File: src/rtl/mbus_rx_queue_ice.sv
// rtl/mbus_rx_queue_ice.sv - MBus receive message queue with commit/discard semantics.
// Optional saturating drop counter enabled by MBUS_RXQ_DROP_CNT_EN.
module mbus_rx_queue_ice #(
  parameter int ADDR_W = 32,
  parameter int DATA_W = 32,
  parameter int DEPTH  = 8,
  parameter int PTR_W  = 3
) (
  input  logic              CLKIN,
  input  logic              RESETn,
`ifdef MBUS_RXQ_DROP_CNT_EN
  input  logic              DROP_CNT_CLR,
  output logic [7:0]        DROP_CNT,
`endif
  input  logic [ADDR_W-1:0] RX_ADDR,
  input  logic [DATA_W-1:0] RX_DATA,
  input  logic              RX_REQ,
  input  logic              RX_PEND,
  input  logic              RX_BROADCAST,
  input  logic              RX_FAIL,
  output logic              RX_ACK,
  output logic              Q_VALID,
  input  logic              Q_READY,
  output logic [ADDR_W-1:0] Q_ADDR,
  output logic [DATA_W-1:0] Q_DATA,
  output logic              Q_LAST,
  output logic              Q_BCAST,
  output logic              MSG_DROP
);

  typedef enum logic [1:0] {IDLE, ACK, DISCARD, DACK} state_t;

  localparam logic [PTR_W:0] PTR_ONE   = 1;
  localparam logic [PTR_W:0] PTR_DEPTH = DEPTH[PTR_W:0];

  state_t           state_q, state_d;
  logic [PTR_W:0]   wr_q, wr_d;
  logic [PTR_W:0]   cm_q, cm_d;
  logic [PTR_W:0]   rd_q, rd_d;
  logic             ack_q, ack_d;
  logic             pend_q, pend_d;
  logic             drop_q, drop_d;
  logic             we;
  logic             full;
  logic             msg_fills;
  logic             pop;

  logic [ADDR_W-1:0] addr_mem_q  [DEPTH];
  logic [DATA_W-1:0] data_mem_q  [DEPTH];
  logic              last_mem_q  [DEPTH];
  logic              bcast_mem_q [DEPTH];

  assign full      = (wr_q - rd_q) == PTR_DEPTH;
  assign msg_fills = (wr_q - cm_q) == PTR_DEPTH;
  assign Q_VALID   = (cm_q != rd_q);
  assign pop       = Q_VALID & Q_READY;
  assign rd_d      = pop ? rd_q + PTR_ONE : rd_q;

  assign Q_ADDR    = addr_mem_q[rd_q[PTR_W-1:0]];
  assign Q_DATA    = data_mem_q[rd_q[PTR_W-1:0]];
  assign Q_LAST    = last_mem_q[rd_q[PTR_W-1:0]];
  assign Q_BCAST   = bcast_mem_q[rd_q[PTR_W-1:0]];
  assign RX_ACK    = ack_q;
  assign MSG_DROP  = drop_q;

  always_comb begin
    state_d = state_q;
    wr_d    = wr_q;
    cm_d    = cm_q;
    ack_d   = ack_q;
    pend_d  = pend_q;
    drop_d  = 1'b0;
    we      = 1'b0;
    // Abort rolls the speculative pointer back; committed words are untouched.
    if (RX_FAIL) begin
      wr_d    = cm_q;
      ack_d   = 1'b0;
      state_d = IDLE;
      drop_d  = (wr_q != cm_q) || (state_q == DISCARD) || (state_q == DACK);
    end else begin
      unique case (state_q)
        IDLE: begin
          if (RX_REQ) begin
            if (!full) begin
              we      = 1'b1;
              wr_d    = wr_q + PTR_ONE;
              if (!RX_PEND) cm_d = wr_q + PTR_ONE;
              ack_d   = 1'b1;
              state_d = ACK;
            end else if (msg_fills) begin
              wr_d    = cm_q;
              drop_d  = 1'b1;
              state_d = DISCARD;
            end
          end
        end
        ACK: begin
          if (!RX_REQ) begin
            ack_d   = 1'b0;
            state_d = IDLE;
          end
        end
        DISCARD: begin
          if (RX_REQ) begin
            ack_d   = 1'b1;
            pend_d  = RX_PEND;
            state_d = DACK;
          end
        end
        DACK: begin
          if (!RX_REQ) begin
            ack_d   = 1'b0;
            state_d = pend_q ? DISCARD : IDLE;
          end
        end
      endcase
    end
  end

  always_ff @(posedge CLKIN or negedge RESETn) begin
    if (!RESETn) begin
      state_q <= IDLE;
      wr_q    <= '0;
      cm_q    <= '0;
      rd_q    <= '0;
      ack_q   <= 1'b0;
      pend_q  <= 1'b0;
      drop_q  <= 1'b0;
    end else begin
      state_q <= state_d;
      wr_q    <= wr_d;
      cm_q    <= cm_d;
      rd_q    <= rd_d;
      ack_q   <= ack_d;
      pend_q  <= pend_d;
      drop_q  <= drop_d;
    end
  end

  // Storage is cleared on reset so an empty queue presents an all-zero head.
  always_ff @(posedge CLKIN or negedge RESETn) begin
    if (!RESETn) begin
      for (int i = 0; i < DEPTH; i++) begin
        addr_mem_q[i]  <= '0;
        data_mem_q[i]  <= '0;
        last_mem_q[i]  <= 1'b0;
        bcast_mem_q[i] <= 1'b0;
      end
    end else if (we) begin
      addr_mem_q[wr_q[PTR_W-1:0]]  <= RX_ADDR;
      data_mem_q[wr_q[PTR_W-1:0]]  <= RX_DATA;
      last_mem_q[wr_q[PTR_W-1:0]]  <= !RX_PEND;
      bcast_mem_q[wr_q[PTR_W-1:0]] <= RX_BROADCAST;
    end
  end

`ifdef MBUS_RXQ_DROP_CNT_EN
  logic [7:0] drop_cnt_q;

  always_ff @(posedge CLKIN or negedge RESETn) begin
    if (!RESETn) begin
      drop_cnt_q <= 8'h00;
    end else if (DROP_CNT_CLR) begin
      drop_cnt_q <= 8'h00;
    end else if (drop_q && (drop_cnt_q != 8'hFF)) begin
      drop_cnt_q <= drop_cnt_q + 8'h01;
    end
  end

  assign DROP_CNT = drop_cnt_q;
`endif

endmodule
File: config.mk
export PLATFORM = sky130hd
export DESIGN_NAME = mbus_rx_queue_ice
export DESIGN_NICKNAME = d
export VERILOG_FILES = /design/src/rtl/mbus_rx_queue_ice.sv
export SDC_FILE = /design/constraint.sdc
export NUM_CORES = 1
export LEC_CHECK = 0
export CELL_PAD_IN_SITES_DETAIL_PLACEMENT = 0
export CELL_PAD_IN_SITES_GLOBAL_PLACEMENT = 2
export CORE_MARGIN = 3
export CORE_UTILIZATION = 40
export CTS_BUF_LIST = sky130_fd_sc_hd__clkbuf_4 sky130_fd_sc_hd__clkbuf_8
export CTS_CLUSTER_DIAMETER = 80
export DETAILED_ROUTE_END_ITERATION = 6
export GPL_ROUTABILITY_DRIVEN = 1
export PLACE_DENSITY_LB_ADDON = 0.08
export SYNTH_ARGS = -nofsm -noshare
export SYNTH_HDL_FRONTEND = slang
export SYNTH_SLANG_ARGS = --single-unit
File: constraint.sdc
create_clock -name CLKIN -period 3.2 [get_ports CLKIN]
set_input_delay 0.32 -clock CLKIN [delete_from_list [all_inputs] [get_ports CLKIN]]
set_output_delay 0.32 -clock CLKIN [all_outputs]
set_load 0.03 [all_outputs]
### Word-level counts from Yosys, hierarchy flattened

Cells that the tools add are included.

* add/subtract/negate cells: 4
* multipliers: 0
* divide/modulo/power cells: 0
* magnitude comparators: 3
* equal/unequal tests: 15
* shift-type cells: 0
* multiplexer cells: 49
* bitwise logic cells: 6
* reductions and logical operators: 13

Operators by type and width (number)
* bitwise mux 256 bit: 2
* binary-select mux 32 bit (select 3 bit): 2
* 2-to-1 mux 32 bit: 5
* demux 32 bit (select 3 bit): 1
* 2-to-1 mux 4 bit: 5
* 2-to-1 mux 1 bit: 19
* bitwise mux 8 bit: 2
* 2-to-1 mux 2 bit: 8
* != test 3 bit, second input constant: 5
* AND reduction 5 bit: 2
* adder 4 x 1 -> 4 bit, second input constant: 2
* equality test 4 bit, second input constant: 2
* greater-or-equal comparator 4 bit, second input constant: 2
* != test 4 bit: 2
* inverter 3 -> 4 bit: 2
* one-hot mux 2 bit (4 select lines): 1
* subtractor 4 bit: 2
* binary-select mux 1 bit (select 3 bit): 2
* != test 3 x 2 -> 1 bit, second input constant: 2
* AND reduction 3 bit: 2
* equality test 2 bit, second input constant: 2
* < comparator 4 x 1 -> 1 bit, second input constant: 1
* != test 4 bit, second input constant: 1
* AND reduction 4 bit: 1
* other kinds (11): 15

* register bits after elaboration: 545
* bits in latches: 0
* RAM bits: 0
* ROM bits: 0
* input bits: 71
* logic and storage cells: 129
* memories: 0

### Depth between registers and ports, before layout

Gate-level depths: netlist (run 1).

* depth in word-level cells: 7
* gate-level depth with buffers: 14
* mapped depth without buffers: 8

### Worst setup path before layout (run 1)

No wires, ideal clock.

* kind: reg-to-reg
* start: reg rd_q[1]
* end: reg addr_mem_q[118] (netlist name)
* setup time: 0.127 ns
* data arrival time: 3.193 ns
* data required time: 3.073 ns
* slack: -0.121 ns
* cell stages (with the launch flop): 14
* path buffers: 5
* period minus slack after synthesis: 3.321 ns
* cell sequence: dfrtp_1 clkbuf_1 clkbuf_1 clkbuf_1 inv_1 ha_1 nand3b_1 nand2_1 xnor2_4 nor2_4 nor4_4 buf_6 buf_6 mux2_1

* word-level cells in the longest chain between the ends: 6

Ends and longest elaborated chain
* from (decl): line 39 `logic [PTR_W:0] rd_q, rd_d;`
* from (signal assigned): line 133 `rd_q <= rd_d;`
* subtractor 4 bit: line 53 `assign full = (wr_q - rd_q) == PTR_DEPTH;`
* equality test 4 bit: line 53
* 2-to-1 mux 1 bit: line 84 `if (!full) begin`
* 2-to-1 mux 1 bit: line 83 `if (RX_REQ) begin`
* 2-to-1 mux 1 bit: line 81 `unique case (state_q)`
* 2-to-1 mux 1 bit: line 75 `if (RX_FAIL) begin`
* to (signal, indexed assignment): line 144 `addr_mem_q[i] <= '0;`
* to (signal, indexed assignment): line 150 `addr_mem_q[wr_q[PTR_W-1:0]] <= RX_ADDR;`
* to (decl): line 48 `logic [ADDR_W-1:0] addr_mem_q [DEPTH];`

No other way between the ends.
A chain may end at the register's enable or synchronous reset.

### Worst setup path after layout (run 1)

* start: reg rd_q[0]
* end: out Q_DATA[24]

* word-level cells in the longest chain between the ends: 4

Ends and longest elaborated chain
* inverter 3 -> 4 bit (not written as such): line 60 `assign Q_DATA = data_mem_q[rd_q[PTR_W-1:0]];`
* binary-select mux 32 bit (select 3 bit): line 60
* 2-to-1 mux 32 bit (not written as such) (2 in a row): line 60
* to (decl): line 25 `output logic [DATA_W-1:0] Q_DATA,`

No other way between the ends. The select of a mux whose other input is x is not followed.

==> results of run 1 <==
worst paths after layout:
kind / slack [ns] / startpoint / endpoint
min in group CLKIN: 0.38 / RX_REQ / state_q[0]
max in group asynchronous: 1.86 / RESETn / data_mem_q[170]
hold / removal: 0.26 / RESETn / data_mem_q[122]
setup / recovery: 0.13 / rd_q[0] / Q_DATA[24]
hold reg to reg: 0.48 / data_mem_q[184] / data_mem_q[184]
setup reg to reg: 0.19 / rd_q[1] / data_mem_q[51]
repair_timing:
| item | 4_1_cts | 5_1_grt |
|---|---|---|
| endpoints found under the setup margin | 62 | 10 |
| hold endpoints to repair | 65 | 0 |
| gates cloned | 5 | 0 |
| hold buffers | 1 | 0 |
| gates resized for setup | 74 | 4 |
report_power, final:
group	total [mW]	switching [mW]	internal (mW)
Clock	6.53	2.83	3.70
Combinational	14.1	6.93	7.18
Sequential	11.8	1.59	10.2
registers in the layout (all words and copies together), names as in the netlist, 2 cells and up:
| name | flops |
|---|---|
| wr_q | 4 |
| cm_q | 4 |
| bcast_mem_q | 8 |
| rd_q | 4 |
| last_mem_q | 8 |
| state_q | 2 |
| data_mem_q | 256 |
| addr_mem_q | 256 |
layer usage:
metal / routed length, microns / vias to the layer above / global-route usage, %
met2: 29400 / 214 / 30.9
li1: - / 6338 / -
met4: 1120 / 4 / 4.37
met1: 27900 / 7664 / 26.1
met3: 2380 / 95 / 4.07
met5: 22 / - / 0
cell type report:
type / count / area [sq um]
Multi-Input combinational cell: 961 / 10600
Tap cell: 828 / 1040
Sequential cell: 545 / 13600
Inverter: 17 / 65.1
Fill cell: 5403 / 31300
Antenna cell: 4 / 10.0
Clock buffer: 154 / 1880
Clock inverter: 16 / 90.1
Timing Repair Buffer: 200 / 2380
metrics by stage:
| stage | setup TNS (ns) | cells |
|---|---|---|
| 2_1_floorplan | 0 | 1630 |
| 3_3_place_gp | 0 | 2545 |
| 3_5_place_dp | 0 | 2545 |
| 4_1_cts | -0.00227 | 2721 |
| 5_1_grt | -0.119 | 2724 |
| 6_report | 0 | 2725 |
logic make-up (layout without fill, tap and decap cells):
logic type | Yosys count | in the layout | share of synthesized area (%)
other | 0 | 4 | 0
adders and majority gates | 8 | 8 | 0.402
AOI/OAI and AO/OA | 26 | 26 | 0.789
and+or+nand+nor | 243 | 243 | 4.36
muxes | 668 | 668 | 36.1
DFF | 545 | 545 | 54.7
buffers and inverters | 124 | 387 | 2.89
xor gates and xnor gates | 16 | 16 | 0.698
placed cells by master (no fill, tap or decap), drive strengths merged, types with 5 or more instances in the layout:
cell and instances:
a21oi 5, buf 58, bufbuf 5, clkbuf 154, clkdlybuf4s50 72, clkinv 13, dfrtp 545, dlygate4sd2 59
ha 8, inv 16, mux2 526, mux2i 10, mux4 132, nand2 206, nor2 5, nor3 6
nor4 5, xnor2 15
==> metrics.md, run 1 <==
| Metric | Value |
|---|---|
| Slew HR | 52.9% |
| Final worst setup slack | 0.127 ns |
| R2R cell count | 9 |
| Core Util, Final | 48.6% |
| Initial Utilization | 40.8% |
| Power Dens Cells | 1090 nW/um^2 |
| Die Width | 256 microns |
| Max stage delay on crit path | 0.50 ns |
| RSZ-0062 raised after global routing | yes |
| Cell taking the most area after synthesis | dfrtp_1 |
| Vias in the first global route | 15,600 |
| Area Growth Syn to Fin | 19.2% |
| Critical path type | reg -> out |
| Vias post-DR | 14,300 |
| Max_cap viols | 0 |
| DP HPWL | 33,500 microns |
| Share of layout cells above drive strength 1 | 39.6% |
| Commonest cells post-synth | 545 x dfrtp_1, 361 x mux2_2, 206 x nand2_1, 165 x mux2_1, 132 x mux4_2 |
| Fin. Hold Viols | 0 |
| GRT Util Overall | 18.9% |
| Final period util | 96.0% |
| VDD IR-drop max | 478 uV |
| Most common cell in the netlist | dfrtp_1 |
| Max Freq | 325 MHz |
| Delay-heaviest family, CP | buffers and inverters |
| FFs w/ async S/R, synth | 100% |
| Mapped Area | 24,900 sq um |
| Worst-path clk slew | 0.06 ns |
| Overall Power | 32.5 mW |
| Root Buffer | clkbuf_8 |
| P_leak | 13.3 nW |
| Die area | 65,300 sq um |
| Worst slew pin tran | 0.701 ns |
| Final net count | 1,899 |
| Gate Count Post-Synth | 1,630 |
| Seq/Total Area, Yosys | 54.7% |
| Core ar. | 61,000 sq um |
| FP Rows | 90 |
| Drt via density | 5.25 |
| Crit. End Element | output pin |
| Run status | complete, no violations |
| WHS | 0.260 ns |
| Worst path bufs/invs | 3 |
| Ys flop type | dfrtp_1 |
| Iteration-0 DRC Markers | 650 |
| Syn Nets | 1,709 |
| Final setup vio count | 0 |
| CTS Buf Count | 95 |
| Slew Viols, Final | 0 |
| Critical path fanouts, max | 15 |
| WL/cell | 22.3 microns |
| Clk_skew | 0.0203 ns |
| Initial antenna violation count | 4 |
| Hold crit path type | in -> async |
| Mapped Avg Cell Area | 15.3 sq um |
| Synth unique cells | 52 |
| Post-synth EDFFs | 0 |
| Ports | 140 |
| CP required | 2.88 ns |
| Setup Fix Bufs, Post-CTS | 0 |
| CTS H-tree depth | 3 |
| DRT Pass-1 Iters | 4 |
| Synth area leaders | dfrtp_1 55%, mux2_2 16%, mux4_2 12% |
| FF+latch count, synth | 545 |
| Worst path arrival time | 2.75 ns |
| Warnings from Yosys | 0 |
| Largest net degree at the start of global routing | 79 |
| Cells along the critical path | buf_16, bufbuf_16, mux4_2, nand2_1, nand2_1, dlygate4sd2_1 |
| Minimum clock period | 3.07 ns |
| Congestion Overflow GR | 0 |
| Clock Latency Late Sink | 0.67 ns |
| Placer Congestion | 0.727 |
| Die height | 256 microns |
| CP startpoint kind | register |
| Clock buffer depth | 3 |
| Critical path depth | 6 |
| Routed WL | 60,800 microns |
| Placement Cell Area | 27,500 sq um |
| Port Buf Inserts | 139 |
| CTS tree | done |
| CTS sink count | 545 |
| Crit path max-delay cell type | mux4_2 |
| CP most frequent cell | nand2_1 |
| Pre-CTS WS | 0.229 ns |
| Synth top area share | 54.7% |
| First-pass GRT wire length | 95,800 microns |
| Post-route cell area | 29,700 sq um |
| DRT antenna net count | 0 |
| Drt drc | 0 |
Power figures use the tool's default switching activity.
==> inputs of run 2 (changes only) <==
--- a/config.mk
+++ b/config.mk
@@ -5,10 +5,11 @@
 export SDC_FILE = /design/constraint.sdc
 export NUM_CORES = 1
 export LEC_CHECK = 0
+export ABC_AREA = 1
 export CELL_PAD_IN_SITES_DETAIL_PLACEMENT = 0
 export CELL_PAD_IN_SITES_GLOBAL_PLACEMENT = 2
 export CORE_MARGIN = 3
-export CORE_UTILIZATION = 40
+export CORE_UTILIZATION = 37
 export CTS_BUF_LIST = sky130_fd_sc_hd__clkbuf_4 sky130_fd_sc_hd__clkbuf_8
 export CTS_CLUSTER_DIAMETER = 80
 export DETAILED_ROUTE_END_ITERATION = 6
==> constraint.sdc (replaced) <==
create_clock -name CLKIN -period 3.5 [get_ports CLKIN]
set_input_delay 0.35 -clock CLKIN [delete_from_list [all_inputs] [get_ports CLKIN]]
set_output_delay 0.35 -clock CLKIN [all_outputs]
set_load 0.03 [all_outputs]
==> run 2 against run 1 <==
Sequential power fell by 11%. Largest cell class unchanged. Non-clock buffer count is 9 higher. Wire length up 34%. Utilization shrank 4.5 points. Sequential share of layout area shrank 1.1 points. Flip-flop and latch count is the same. Final cell count rose by 60%. Register-to-register slack gained 0.38 ns. Critical path depth increased by 3. Via count increased by 54%.
==> metrics.md, run 2 <==
| Metric | Value |
|---|---|
| Hold crit path type | in -> async (unchanged) |
| Critical path type | reg -> out (unchanged) |
| Most frequent cells in the layout | 1,108 x nand2_1, 556 x o21ai_0, 543 x dfrtp_1, 291 x inv_1, 267 x a21oi_1 (was 542 x dfrtp_1, 361 x mux2_2, 206 x nand2_1, 165 x mux2_1, 132 x mux4_2) |
| GR Util met1 | 31.9% (was 26.1%) |
| Syn Nets | 3,394 (was 1,709) |
| Worst-path clk slew | 0.06 ns (about the same) |
| Gr busiest metal | met2 (unchanged) |
| Power Dens Cells | 1050 nW/um^2 (was 1090 nW/um^2) |
| Met3 Track Usage GR | 4.03% (was 4.07%) |
| Biggest regs | addr_mem_q x256, data_mem_q x256 (unchanged) |
| CTS Buf Count | 100 (was 95) |
| Clock Latency Late Sink | 0.69 ns (was 0.67 ns) |
| FP Rows | 96 (was 90) |
| Area Growth Syn to Fin | 17.6% (was 19.2%) |
| Synth unique cells | 28 (was 52) |
| CTS sink count | 545 (unchanged) |
| Met2 global-route usage | 34.9% (was 30.9%) |
| Root Buffer | clkbuf_8 (unchanged) |
| Ys flop type | dfrtp_1 (unchanged) |
| Mapped Avg Cell Area | 7.79 sq um (was 15.3 sq um) |
| Die area | 73,000 sq um (was 65,300 sq um) |
| Share of layout cells above drive strength 1 | 9.07% (was 39.6%) |
| Max_cap viols | 0 (unchanged) |
| Synth area leaders | dfrtp_1 53%, nand2_1 16%, o21ai_0 11% (was dfrtp_1 55%, mux2_2 16%, mux4_2 12%) |
| Minimum clock period | 3.38 ns |
| Clock buffer depth | 3 (unchanged) |
| CTS tree | done (unchanged) |
| Placement Cell Area | 28,100 sq um (was 27,500 sq um) |
| Initial antenna violation count | 6 (was 4) |
| Run status | complete, no violations (unchanged) |
| VDD IR-drop max | 822 uV (was 478 uV) |
| Gate Count Post-Synth | 3,315 (was 1,630) |
| Vias in the first global route | 21,400 (was 15,600) |
| Post-route cell area | 30,400 sq um (was 29,700 sq um) |
| Critical path fanouts, max | 69 (was 15) |
| Port Buf Inserts | 139 (unchanged) |
| Worst path arrival time | 3.03 ns (was 2.75 ns) |
| Drt via density | 5.06 (was 5.25) |
| Vias post-DR | 22,000 (was 14,300) |
| Ports | 140 (unchanged) |
| FF+latch count, synth | 545 (unchanged) |
| CP startpoint kind | register (unchanged) |
| Cell taking the most area after synthesis | dfrtp_1 (unchanged) |
| Die height | 270 microns (was 256 microns) |
| CP required | 3.15 ns (was 2.88 ns) |
| Largest net degree at the start of global routing | 133 (was 79) |
| TNS Setup | 0 ns (unchanged) |
| Max Freq | 296 MHz |
| Die Width | 270 microns (was 256 microns) |
| Clk_skew | 0.0241 ns (was 0.0203 ns) |
| Most common cell after layout, fill and taps aside | nand2_1 (was dfrtp_1) |
| Setup Fix Bufs, Post-CTS | 0 (unchanged) |
| Mapped Area | 25,800 sq um (was 24,900 sq um) |
| FFs w/ async S/R, synth | 100% (unchanged) |
| Iteration-0 DRC Markers | 1,656 (was 650) |
| WHS | 0.269 ns (was 0.260 ns) |
| Fin. Hold Viols | 0 (unchanged) |
| Overall Power | 31.9 mW (was 32.5 mW) |
| CTS H-tree depth | 3 (unchanged) |
| Slew Viols, Final | 0 (unchanged) |
| Initial Utilization | 37.5% (was 40.8%) |
| Placer Congestion | 0.759 (was 0.727) |
| DRT antenna net count | 0 (unchanged) |
| GRT Util Overall | 22.3% (was 18.9%) |
| First-pass GRT wire length | 129,000 microns (was 95,800 microns) |
| RSZ-0062 raised after global routing | no (was yes) |
| Drt drc | 0 (unchanged) |
| Commonest cells post-synth | 1,108 x nand2_1, 556 x o21ai_0, 545 x dfrtp_1, 292 x inv_1, 267 x a21oi_1 (was 545 x dfrtp_1, 361 x mux2_2, 206 x nand2_1, 165 x mux2_1, 132 x mux4_2) |
| Final period util | 96.5% |
| Worst slew pin tran | 1.04 ns (was 0.701 ns) |
| DRT Pass-1 Iters | 5 (was 4) |
| Core ar. | 68,800 sq um (was 61,000 sq um) |
| Core Util, Final | 44.1% (was 48.6%) |
| Crit. End Element | output pin (unchanged) |
| Seq/Total Area, Yosys | 52.8% (was 54.7%) |
| Final setup vio count | 0 (unchanged) |
| Congestion Overflow GR | 0 (unchanged) |
| R2R cell count | 14 (was 9) |
| Routed WL | 81,300 microns (was 60,800 microns) |
| Final net count | 3,419 (was 1,899) |
| Warnings from Yosys | 0 (unchanged) |
| Post-synth EDFFs | 0 (unchanged) |
| Most common cell in the netlist | nand2_1 (was dfrtp_1) |
| Synth top area share | 52.8% (was 54.7%) |
| P_leak | 14.9 nW (was 13.3 nW) |
| DP HPWL | 45,400 microns (was 33,500 microns) |
| Slew HR | 30.8% (was 52.9%) |
| Fillers | 6,909 (was 5,403) |
| WL/cell | 18.7 microns (was 22.3 microns) |
## run 2: power breakdown
group	internal, mW	switching [mW]	leakage, nW
logic	5.39	9.46	7.02
registers	9.34	1.20	6.76
clock network	3.79	2.73	1.16
## run 2: cell families after synthesis
family	share of synthesized area (%)
xor gates and xnor gates	0.305
AOI/OAI and AO/OA	18.5
DFF	52.8
and+or+nand+nor	18.2
buffers and inverters	9.72
adders and majority gates	0.388
## run 2: area by class of cell
cell class | instances | area (sq um) | area share, %
Antenna cell | 3 | 7.51 | 0.0247
Clock buffer | 172 | 2090 | 6.89
Clock inverter | 7 | 63.8 | 0.210
Inverter | 299 | 1160 | 3.81
Multi-Input combinational cell | 2184 | 9730 | 32.0
Sequential cell | 545 | 13600 | 44.9
Tap cell | 931 | 1160 | 3.83
Timing Repair Buffer | 209 | 2510 | 8.28
Timing Repair inverter | 1 | 8.76 | 0.0288
## run 2: worst paths after layout
path / from / to / slack (ns)
max: rd_q[0] / Q_DATA[18] / 0.12
max reg2reg: rd_q[1] / data_mem_q[142] / 0.57
min reg2reg: data_mem_q[129] / data_mem_q[129] / 0.47
min in group CLKIN: Q_READY / rd_q[3] / 0.31
min: RESETn / addr_mem_q[168] / 0.27
max in group asynchronous: RESETn / addr_mem_q[175] / 2.10
## run 2: layer usage
layer	part of all wire [%]	up-vias
met5	0.028	-
met4	2.0	4
met3	5.6	119
met2	45	602
met1	47	10700
li1	-	10600
## run 2: per-stage QoR
stage          setup WS, ns  cells
2_1_floorplan         0.697   3315
3_3_place_gp          0.453   4166
3_5_place_dp          0.468   4166
4_1_cts            0.000607   4347
5_1_grt             0.00606   4351
6_report              0.122   4351
## run 2: repair_timing
action	in CTS	in global routing
setup endpoints to repair	47	23
hold buffers	1	0
gates resized for setup	23	14
gates cloned	1	1
endpoints found under the hold margin	66	0
## run 2: critical path, cell delays in order (launching register included)
cell       delay (ns)
dfrtp_2          0.53
bufinv_16        0.38
buf_6            0.24
buf_16           0.27
a21oi_1          0.09
o21ai_0          0.10
nand2_1          0.08
nor2_1           0.25
a31oi_1          0.14
buf_12           0.20
==> inputs of run 3 (changes only) <==
--- a/config.mk
+++ b/config.mk
@@ -12,8 +12,9 @@
 export CORE_UTILIZATION = 37
 export CTS_BUF_LIST = sky130_fd_sc_hd__clkbuf_4 sky130_fd_sc_hd__clkbuf_8
 export CTS_CLUSTER_DIAMETER = 80
+export CTS_CLUSTER_SIZE = 8
 export DETAILED_ROUTE_END_ITERATION = 6
-export GPL_ROUTABILITY_DRIVEN = 1
+export GPL_ROUTABILITY_DRIVEN = 0
 export PLACE_DENSITY_LB_ADDON = 0.08
 export SYNTH_ARGS = -nofsm -noshare
 export SYNTH_HDL_FRONTEND = slang
==> run 3 against run 2 <==
Design area decreased by 3.4%. Via count decreased by 1.6%. Non-clock buffer count unchanged. Utilization decreased by 1.5 points. Critical path type unchanged. Critical endpoint unchanged.
==> metrics.md, run 3 (synthesis gave the netlist of run 2 again) <==
| Metric | Value |
|---|---|
| Core ar. | 68,800 sq um (unchanged) |
| Overall Power | 29.8 mW (was 31.9 mW) |
| Initial antenna violation count | 5 (was 6) |
| Delay-heaviest family, CP | buffers and inverters (unchanged) |
| P_leak | 14.4 nW (was 14.9 nW) |
| WL/cell | 19.0 microns (was 18.7 microns) |
| Max stage delay on crit path | 0.53 ns (about the same) |
| Slew HR | 30.3% (was 30.8%) |
| GRT Util Overall | 22.2% (was 22.3%) |
| CTS tree | done (unchanged) |
| Clock Latency Late Sink | 0.68 ns (was 0.69 ns) |
| Worst slew pin tran | 1.05 ns (was 1.04 ns) |
| CP required | 3.15 ns (about the same) |
| Area Growth Syn to Fin | 13.6% (was 17.6%) |
| Clock buffer depth | 3 (unchanged) |
| CP most frequent cell | buf_12 |
| CP startpoint kind | register (unchanged) |
| Biggest regs | addr_mem_q x256, data_mem_q x256 (unchanged) |
| Final net count | 3,397 (was 3,419) |
| Max_cap viols | 0 (unchanged) |
| CTS sink count | 545 (unchanged) |
| Vias in the first global route | 21,100 (was 21,400) |
| Ports | 140 (unchanged) |
| FP Rows | 96 (unchanged) |
| CTS H-tree depth | 3 (unchanged) |
| Congestion Overflow GR | 0 (unchanged) |
| DP HPWL | 45,400 microns (unchanged) |
| Run status | complete, no violations (unchanged) |
| DRT Pass-1 Iters | 7 (was 5) |
| Worst path bufs/invs | 4 (unchanged) |
| Critical path fanouts, max | 69 (unchanged) |
| R2R cell count | 14 (unchanged) |
| Core Util, Final | 42.6% (was 44.1%) |
| CTS Buf Count | 78 (was 100) |
| Worst path arrival time | 3.04 ns (was 3.03 ns) |
| Final period util | 96.8% (was 96.5%) |
| Setup Fix Bufs, Post-CTS | 0 (unchanged) |
| Largest net degree at the start of global routing | 133 (unchanged) |
| Initial Utilization | 37.5% (unchanged) |
| Critical path depth | 9 (unchanged) |
| Root Buffer | clkbuf_8 (unchanged) |
| Routed WL | 81,000 microns (was 81,300 microns) |
| Critical path type | reg -> out (unchanged) |
| Share of layout cells above drive strength 1 | 6.47% (was 9.07%) |
| Port Buf Inserts | 139 (unchanged) |
| Crit. End Element | output pin (unchanged) |
| WHS | 0.275 ns (was 0.269 ns) |
| Pre-CTS WS | 0.468 ns (unchanged) |
| Worst-path clk slew | 0.07 ns (was 0.06 ns) |
| Most frequent cells in the layout | 1,108 x nand2_1, 556 x o21ai_0, 543 x dfrtp_1, 291 x inv_1, 267 x a21oi_1 (unchanged) |
| DRT antenna net count | 0 (unchanged) |
| Drt drc | 0 (unchanged) |
| Vias post-DR | 21,700 (was 22,000) |
| Hold crit path type | in -> async (unchanged) |
| Final setup vio count | 0 (unchanged) |
| Drt via density | 5.09 (was 5.06) |
| Power Dens Cells | 1020 nW/um^2 (was 1050 nW/um^2) |
| Fin. Hold Viols | 0 (unchanged) |
| First-pass GRT wire length | 128,000 microns (was 129,000 microns) |
| Final worst setup slack | 0.113 ns (was 0.122 ns) |
| Die Width | 270 microns (unchanged) |
| Cells along the critical path | bufinv_16, buf_6, buf_12, a21oi_1, o21ai_0, nand2_1, nor2_1, a31oi_1, buf_12 (was bufinv_16, buf_6, buf_16, a21oi_1, o21ai_0, nand2_1, nor2_1, a31oi_1, buf_12) |
| Clk_skew | 0.0396 ns (was 0.0241 ns) |
| VDD IR-drop max | 704 uV (was 822 uV) |
| Most common cell after layout, fill and taps aside | nand2_1 (unchanged) |
| Crit path max-delay cell type | dfrtp_2 (unchanged) |
| Die height | 270 microns (unchanged) |
| Max Freq | 295 MHz (was 296 MHz) |
| Slew Viols, Final | 0 (unchanged) |
| Die area | 73,000 sq um (unchanged) |
| Iteration-0 DRC Markers | 1,592 (was 1,656) |
| Minimum clock period | 3.39 ns (was 3.38 ns) |
## run 3: power breakdown
part	total [mW]	leakage (nW)	internal, mW	switching (mW)
logic	14.8	7.00	5.36	9.45
clock network	4.46	0.596	2.07	2.38
registers	10.5	6.76	9.33	1.20
total	29.8	14.4	16.8	13.0
## run 3: final timing paths
| kind | start | end | slack, ns |
|---|---|---|---|
| min in group CLKIN | Q_READY | rd_q[3] | 0.31 |
| worst max register to register | rd_q[1] | data_mem_q[134] | 0.56 |
| worst max-delay path | rd_q[0] | Q_DATA[18] | 0.11 |
| worst min-delay path | RESETn | addr_mem_q[168] | 0.28 |
| worst min register to register | data_mem_q[81] | data_mem_q[81] | 0.47 |
| max in group asynchronous | RESETn | addr_mem_q[49] | 2.09 |
## run 3: metal layers
| layer | up-vias | wire length, microns | track usage [%] |
|---|---|---|---|
| met5 | - | 23 | 0 |
| met4 | 4 | 1690 | 5.52 |
| met3 | 122 | 4350 | 3.95 |
| met2 | 546 | 36600 | 34.8 |
| met1 | 10500 | 38300 | 31.9 |
| li1 | 10500 | - | - |
## run 3: final cells by class
type	count	area, sq um
Fill cell	6964	39500
Sequential cell	545	13600
Multi-Input combinational cell	2184	9730
Timing Repair Buffer	209	2500
Tap cell	931	1160
Inverter	299	1160
Clock buffer	83	1130
Clock inverter	1	8.76
Timing Repair inverter	1	8.76
Antenna cell	2	5.00
## run 3: timing repair
item / 4_1_cts / 5_1_grt
hold buffers: 1 / 0
endpoints found under the setup margin: 48 / 21
gates resized for setup: 25 / 11
hold endpoints to repair: 66 / 0
cloned: 1 / 1
## run 3: per-stage QoR
step | setup TNS, ns | area (sq um) | cells
5_1_grt | -0.0278 | 29300 | 4255
3_3_place_gp | 0 | 28100 | 4166
4_1_cts | 0 | 29300 | 4252
2_1_floorplan | 0 | 25800 | 3315
6_report | 0 | 29300 | 4255
3_5_place_dp | 0 | 28100 | 4166
